[src/rtl/data_ram_pkg.sv]
// Shared sizing constants and helpers for the data RAM arbiter slice.
package data_ram_pkg;
  localparam int DEF_ADDR_W = 5;
  localparam int DEF_DATA_W = 32;
  localparam int BYTE_EN_W  = DEF_DATA_W / 8;
  localparam logic [BYTE_EN_W-1:0] WEN_READ = '0;

  function automatic logic [1:0] port_onehot(input logic port);
    return port ? 2'b10 : 2'b01;
  endfunction
endpackage

[src/rtl/data_ram_arbiter_if.sv]
// Request/response bus for both client ports plus the RAM-facing access signals.
interface data_ram_arbiter_if
  import data_ram_pkg::*;
#(
  parameter int ADDR_W = DEF_ADDR_W,
  parameter int DATA_W = DEF_DATA_W
);
  localparam int BE_W = DATA_W / 8;

  logic [1:0]                req_valid;
  logic [1:0]                req_ready;
  logic [1:0][BE_W-1:0]      req_wen;
  logic [1:0][ADDR_W-1:0]    req_addr;
  logic [1:0][DATA_W-1:0]    req_wdata;
  logic [1:0]                resp_valid;
  logic [1:0]                resp_ready;
  logic [DATA_W-1:0]         resp_rdata;
  logic [BE_W-1:0]           ram_wen;
  logic [ADDR_W-1:0]         ram_addr;
  logic [DATA_W-1:0]         ram_wdata;
  logic [DATA_W-1:0]         ram_rdata;

  modport slave (
    input  req_valid, req_wen, req_addr, req_wdata, resp_ready, ram_rdata,
    output req_ready, resp_valid, resp_rdata, ram_wen, ram_addr, ram_wdata
  );

  modport master (
    output req_valid, req_wen, req_addr, req_wdata, resp_ready, ram_rdata,
    input  req_ready, resp_valid, resp_rdata, ram_wen, ram_addr, ram_wdata
  );
endinterface

[src/rtl/data_ram_arbiter_rr_arb2.sv]
// Two-requester round-robin arbiter; the port that last won loses a tie.
module data_ram_arbiter_rr_arb2 (
  input  logic       clk,
  input  logic       rst,
  input  logic [1:0] req_i,
  input  logic       accept_i,
  output logic [1:0] grant_o,
  output logic       grant_port_o
);
  logic last_grant_q, last_grant_d;

  always_comb begin
    grant_o = req_i;
    if (&req_i) grant_o = last_grant_q ? 2'b01 : 2'b10;
    grant_port_o = grant_o[1];
    last_grant_d = (accept_i && |req_i) ? grant_port_o : last_grant_q;
  end

  // Reset value 1 lets port 0 win the first tie.
  always_ff @(posedge clk or posedge rst) begin
    if (rst) last_grant_q <= 1'b1;
    else     last_grant_q <= last_grant_d;
  end
endmodule

[src/rtl/data_ram_arbiter.sv]
// Two-port round-robin front end for the byte-writable data RAM:
// command register -> RAM access -> response register, stalled by response backpressure.
module data_ram_arbiter
  import data_ram_pkg::*;
#(
  parameter int ADDR_W = DEF_ADDR_W,
  parameter int DATA_W = DEF_DATA_W
) (
  input  logic          clk,
  input  logic          rst,
  data_ram_arbiter_if.slave bus
);
  localparam int BE_W = DATA_W / 8;

  logic              cmd_vld_q,   cmd_vld_d;
  logic              cmd_port_q,  cmd_port_d;
  logic [BE_W-1:0]   cmd_wen_q,   cmd_wen_d;
  logic [ADDR_W-1:0] cmd_addr_q,  cmd_addr_d;
  logic [DATA_W-1:0] cmd_wdata_q, cmd_wdata_d;
  logic [1:0]        resp_valid_q, resp_valid_d;
  logic [DATA_W-1:0] resp_rdata_q, resp_rdata_d;

  logic       advance, accept, resp_port, grant_port;
  logic [1:0] grant, req_ready;

  assign resp_port = resp_valid_q[1];
  assign advance   = ~|resp_valid_q | bus.resp_ready[resp_port];
  assign accept    = ~cmd_vld_q | advance;

  data_ram_arbiter_rr_arb2 u_arb (
    .clk          (clk),
    .rst          (rst),
    .req_i        (bus.req_valid),
    .accept_i     (accept),
    .grant_o      (grant),
    .grant_port_o (grant_port)
  );

  assign req_ready = grant & {2{accept}};

  always_comb begin
    cmd_vld_d    = cmd_vld_q;
    cmd_port_d   = cmd_port_q;
    cmd_wen_d    = cmd_wen_q;
    cmd_addr_d   = cmd_addr_q;
    cmd_wdata_d  = cmd_wdata_q;
    resp_valid_d = resp_valid_q;
    resp_rdata_d = resp_rdata_q;
    if (|req_ready) begin
      cmd_vld_d   = 1'b1;
      cmd_port_d  = grant_port;
      cmd_wen_d   = bus.req_wen[grant_port];
      cmd_addr_d  = bus.req_addr[grant_port];
      cmd_wdata_d = bus.req_wdata[grant_port];
    end else if (cmd_vld_q && advance) begin
      cmd_vld_d = 1'b0;
    end
    // ram_rdata is sampled on the same edge the write commits, so writes return the old word.
    if (advance) begin
      resp_valid_d = cmd_vld_q ? port_onehot(cmd_port_q) : 2'b00;
      if (cmd_vld_q) resp_rdata_d = bus.ram_rdata;
    end
  end

  always_ff @(posedge clk or posedge rst) begin
    if (rst) begin
      cmd_vld_q    <= 1'b0;
      cmd_port_q   <= 1'b0;
      cmd_wen_q    <= '0;
      cmd_addr_q   <= '0;
      cmd_wdata_q  <= '0;
      resp_valid_q <= 2'b00;
      resp_rdata_q <= '0;
    end else begin
      cmd_vld_q    <= cmd_vld_d;
      cmd_port_q   <= cmd_port_d;
      cmd_wen_q    <= cmd_wen_d;
      cmd_addr_q   <= cmd_addr_d;
      cmd_wdata_q  <= cmd_wdata_d;
      resp_valid_q <= resp_valid_d;
      resp_rdata_q <= resp_rdata_d;
    end
  end

  // Requests held during reset must not look accepted.
  assign bus.req_ready  = req_ready & ~{2{rst}};
  assign bus.resp_valid = resp_valid_q;
  assign bus.resp_rdata = resp_rdata_q;
  assign bus.ram_wen    = (cmd_vld_q && advance) ? cmd_wen_q : BE_W'(WEN_READ);
  assign bus.ram_addr   = cmd_addr_q;
  assign bus.ram_wdata  = cmd_wdata_q;
endmodule
[src/flat_wrapper.sv]
// flat-port wrapper written by rule: the top's interface ports become plain ports
module data_ram_arbiter_flat import data_ram_pkg::*;
#(
  parameter int ADDR_W = DEF_ADDR_W,
  parameter int DATA_W = DEF_DATA_W
)
  (clk, rst, bus_req_valid, bus_req_wen, bus_req_addr, bus_req_wdata, bus_resp_ready, bus_ram_rdata, bus_req_ready, bus_resp_valid, bus_resp_rdata, bus_ram_wen, bus_ram_addr, bus_ram_wdata);
  data_ram_arbiter_if #(.ADDR_W(ADDR_W), .DATA_W(DATA_W)) bus_i ();
  input  logic clk;
  input  logic rst;
  input wire logic [$bits(bus_i.req_valid)-1:0] bus_req_valid;
  input wire logic [$bits(bus_i.req_wen)-1:0] bus_req_wen;
  input wire logic [$bits(bus_i.req_addr)-1:0] bus_req_addr;
  input wire logic [$bits(bus_i.req_wdata)-1:0] bus_req_wdata;
  input wire logic [$bits(bus_i.resp_ready)-1:0] bus_resp_ready;
  input wire logic [$bits(bus_i.ram_rdata)-1:0] bus_ram_rdata;
  output wire logic [$bits(bus_i.req_ready)-1:0] bus_req_ready;
  output wire logic [$bits(bus_i.resp_valid)-1:0] bus_resp_valid;
  output wire logic [$bits(bus_i.resp_rdata)-1:0] bus_resp_rdata;
  output wire logic [$bits(bus_i.ram_wen)-1:0] bus_ram_wen;
  output wire logic [$bits(bus_i.ram_addr)-1:0] bus_ram_addr;
  output wire logic [$bits(bus_i.ram_wdata)-1:0] bus_ram_wdata;
  assign bus_i.req_valid = bus_req_valid;
  assign bus_i.req_wen = bus_req_wen;
  assign bus_i.req_addr = bus_req_addr;
  assign bus_i.req_wdata = bus_req_wdata;
  assign bus_i.resp_ready = bus_resp_ready;
  assign bus_i.ram_rdata = bus_ram_rdata;
  assign bus_req_ready = bus_i.req_ready;
  assign bus_resp_valid = bus_i.resp_valid;
  assign bus_resp_rdata = bus_i.resp_rdata;
  assign bus_ram_wen = bus_i.ram_wen;
  assign bus_ram_addr = bus_i.ram_addr;
  assign bus_ram_wdata = bus_i.ram_wdata;
  data_ram_arbiter #(.ADDR_W(ADDR_W), .DATA_W(DATA_W)) u_core (.clk(clk), .rst(rst), .bus(bus_i));
endmodule
[config.mk]
export PLATFORM = sky130hd
export DESIGN_NAME = data_ram_arbiter_flat
export DESIGN_NICKNAME = d
export VERILOG_FILES = /design/src/rtl/data_ram_pkg.sv /design/src/rtl/data_ram_arbiter_if.sv /design/src/rtl/data_ram_arbiter_rr_arb2.sv /design/src/rtl/data_ram_arbiter.sv /design/src/flat_wrapper.sv
export SDC_FILE = /design/constraint.sdc
export NUM_CORES = 1
export LEC_CHECK = 0
export CAP_MARGIN = 30
export CORE_ASPECT_RATIO = 1.4
export CORE_UTILIZATION = 35
export DETAILED_ROUTE_END_ITERATION = 10
export PLACE_DENSITY_LB_ADDON = 0.3
export SYNTH_ARGS = -nofsm -noshare
export SYNTH_HDL_FRONTEND = slang
export SYNTH_HIERARCHICAL = 1
export SYNTH_SLANG_ARGS = --single-unit
[constraint.sdc]
create_clock -name clk -period 2.3 [get_ports clk]
set_input_delay 0.23 -clock clk [delete_from_list [all_inputs] [get_ports clk]]
set_output_delay 0.23 -clock clk [all_outputs]
set_load 0.005 [all_outputs]
==> flow_metrics.env <==
export IMPL_syn_nets=359
export IMPL_num_rows=43
export IMPL_max_vdd_ir_drop_uv=615
export IMPL_min_period_ns=2.24
export IMPL_fin_worst_skew_ns=0.00990
export IMPL_die_area_mm2=0.0109
export IMPL_insertion_delay_ns=0.33
export IMPL_critPathTopFamily="buffers and inverters"
export IMPL_grt_overflow=0
export IMPL_yosysTopAreaCell="dfrtp_1"
export IMPL_drv_slew=0
export IMPL_ys_seq_area_frac=0.535
export IMPL_final_nets=561
export IMPL_drive_above_1_share=0.307
export IMPL_finalCritPeriodShare=0.972
export IMPL_htreeDepth=3
export IMPL_cpPeakStageDelay_ns=0.52
export IMPL_netlist_area_mm2=0.00365
export IMPL_hold_buffers=0
export IMPL_crit_chain="and2_1 > a22oi_2 > and3_1 > clkdlybuf4s50_1"
export IMPL_pre_cts_slack_ns=0.0325
export IMPL_tritoncts="built"
export IMPL_yosys_top_cells_count="77 x dfrtp_1, 76 x mux2_2, 29 x mux2_4, 8 x buf_6, 8 x mux2i_1"
export IMPL_finalSetupViolations=0
export IMPL_placed_area_mm2=0.00578
export IMPL_cp_startpoint="u_core/cmd_vld_q"
export IMPL_maxUsedRoutingLayer="met4"
export IMPL_postSynth_asyncResetShare=1.00
export IMPL_start_util=0.365
export IMPL_reg2reg_from="u_core/u_arb/last_grant_q"
export IMPL_synth_top_area_frac=0.527
export IMPL_grt_pass1_vias=2792
export IMPL_setup_tns_ns=0
export IMPL_critPathLaunchType="register"
export IMPL_dr_wl_met3_um=819
export IMPL_status="finished, final reports clean"
export IMPL_wl_met2_mm=4.36
export IMPL_synthMuxAreaShare=0.382
export IMPL_grt_max_degree=43
export IMPL_path_max_fanout=6
export IMPL_finalNonFillerCells=581
export IMPL_viasPerCell=4.63
export IMPL_synthCells=239
export IMPL_first_pass_iters=3
export IMPL_drt_initial_drc_count=68
export IMPL_synthSimpleGateAreaFrac=0.0233
export IMPL_grt_pass1_wl_mm=13.3
export IMPL_area_delta_synth_final_pct=67.8
export IMPL_crit_arrival_ns=2.01
export IMPL_boundaryPins=197
export IMPL_die_x_um=88.4
export IMPL_path_buf_inv=1
export IMPL_synth_top_family_by_area="multiplexers"
export IMPL_fin_hold_ws_ns=0.284
export IMPL_diodes=0
export IMPL_worst_slack_ns=0.0643
export IMPL_fill_cells=820
export IMPL_relSlewSlack=0.649
export IMPL_clock_sinks=78
export IMPL_critPathKind="register to output pin"
export IMPL_yosysMostFrequentCell="dfrtp_1"
export IMPL_hpwl_mm=6.81
export IMPL_wl_per_cell_um=14.9
export IMPL_drv_cap=0
export IMPL_core_area_mm2=0.0100
export IMPL_synth_edf_count=0
export IMPL_slowest_stage="clkdlybuf4s50_1"
export IMPL_synth_main_ff_cell="dfrtp_1"
export IMPL_worst_pin_slew_ns=0.526
export IMPL_io_buffers=196
export IMPL_synth_area_per_cell_um2=15.3
export IMPL_crit_required_ns=2.07
export IMPL_place_inst=565
export IMPL_routed_wl_mm=8.68
export IMPL_drc=0
export IMPL_cts_root_buf="clkbuf_16"
export IMPL_track_usage=0.162
export IMPL_yosys_register_bits=78
export IMPL_synthXorXnorAreaFrac=0
export IMPL_synth_warnings=6
export IMPL_endpoint_kind="output pin"
export IMPL_p_leak_nw=2.60
export IMPL_antenna_left=0
export IMPL_finalHoldViolCount=0
export IMPL_die_h_um=123
export IMPL_vias=2688
export IMPL_antenna_found_initial=0
export IMPL_clk_pin_slew_ns=0.06
export IMPL_cts_made_buffers=9
export IMPL_met1_length_mm=3.33
export IMPL_synth_compound_area_frac=0.0212
export IMPL_max_freq_mhz=447
export IMPL_ys_top_cells_by_area="dfrtp_1 53%, mux2_2 23%, mux2_4 12%"
export IMPL_yosys_area_share_adder=0
export IMPL_rsz0062_at_grt="false"
export IMPL_ctsLongestPathBuffers=2
export IMPL_hp_class="primary input to asynchronous set/reset pin"
export IMPL_stdcell_area_mm2=0.00613
export IMPL_synthDistinctLibCells=27
export IMPL_powerDensity_mw_per_mm2=1240
export IMPL_gp_congestion=0.692
[power breakdown]
part	internal [mW]	switching [mW]	total [mW]
combinational	2.42	1.09	3.52
clock	1.06	0.553	1.62
sequential	2.08	0.379	2.46
[state kept, by name, summed over array words and instances, names as in the netlist]
name,cells
u_core/bus.resp_rdata,32
u_core/u_arb/last_grant_q,1
u_core/cmd_vld_q,1
u_core/bus.ram_addr,5
u_core/cmd_wen_q,4
u_core/bus.ram_wdata,32
u_core/cmd_port_q,1
u_core/bus.resp_valid,2
[cell usage in the layout (no fill, tap or decap), drive strengths merged, types with 2 or more instances in the layout]
cell and n:
clkdlybuf4s50 195, mux2 107, dfrtp 77, clkbuf 9, buf 9, mux2i 8, inv 8, nor2 6
bufinv 3, and3 3, clkinvlp 2, nand2b 2, o21ai 2, a21boi 2
[final timing paths]
check                                            end  slack, ns  cells after the start
setup / recovery                    bus_req_ready[1]       0.06                      4
hold / removal             u_core/u_arb/last_grant_q       0.28                      2
setup reg to reg             u_core/bus.ram_wdata[1]       0.40                      6
hold reg to reg              u_core/bus.ram_wdata[6]       0.49                      1
max in group asynchronous  u_core/bus.resp_rdata[20]       1.47                      3
min in group clk             u_core/bus.ram_wdata[6]       0.49                      1
[through the flow]
stage | power (mW) | util
CTS | 7.73 | 0.612
global placement | 5.96 | 0.577
finish | 7.60 | 0.613
floorplan | 4.19 | -
global route | 8.06 | 0.613
detailed placement | 6.05 | 0.577
[kinds of logic (layout without fill, tap and decap cells)]
kind of cell,Yosys count,in the layout
compound gates,9,9
buf+inv,21,228
flops,78,78
simple gates,16,16
mux,115,115
[final cells by class]
type / instances / area [um2] / area share
flip-flops and latches: 78 / 1950 / 0.319
clock inverters: 7 / 120 / 0.0196
multi-input cells: 140 / 1570 / 0.257
inverters: 7 / 30.0 / 0.00490
well taps: 135 / 169 / 0.0276
repair buffers: 205 / 2060 / 0.336
clock buffers: 9 / 225 / 0.0367
[per-layer routing]
metal / global-route usage / vias up
met3: 0.0531 / 12
met2: 0.281 / 123
met5: 0 / -
met4: 0.0665 / 0
met1: 0.180 / 1302
li1: - / 1251
[what timing repair did]
action                     in CTS  in global routing
setup endpoints to repair       2                  1
buffers inserted                0                  0
resized for setup               1                  2
pin swaps                       0                  1
cloned                          0                  0
[worst register-to-register path, cell delays in order (launching register included)]
cell	delay (ns)
dfstp_2	0.58
inv_1	0.05
a21boi_1	0.14
nor2_1	0.11
a221oi_4	0.27
buf_4	0.28
mux2_2	0.36
No activity file was read; power rests on OpenSTA's default activity.
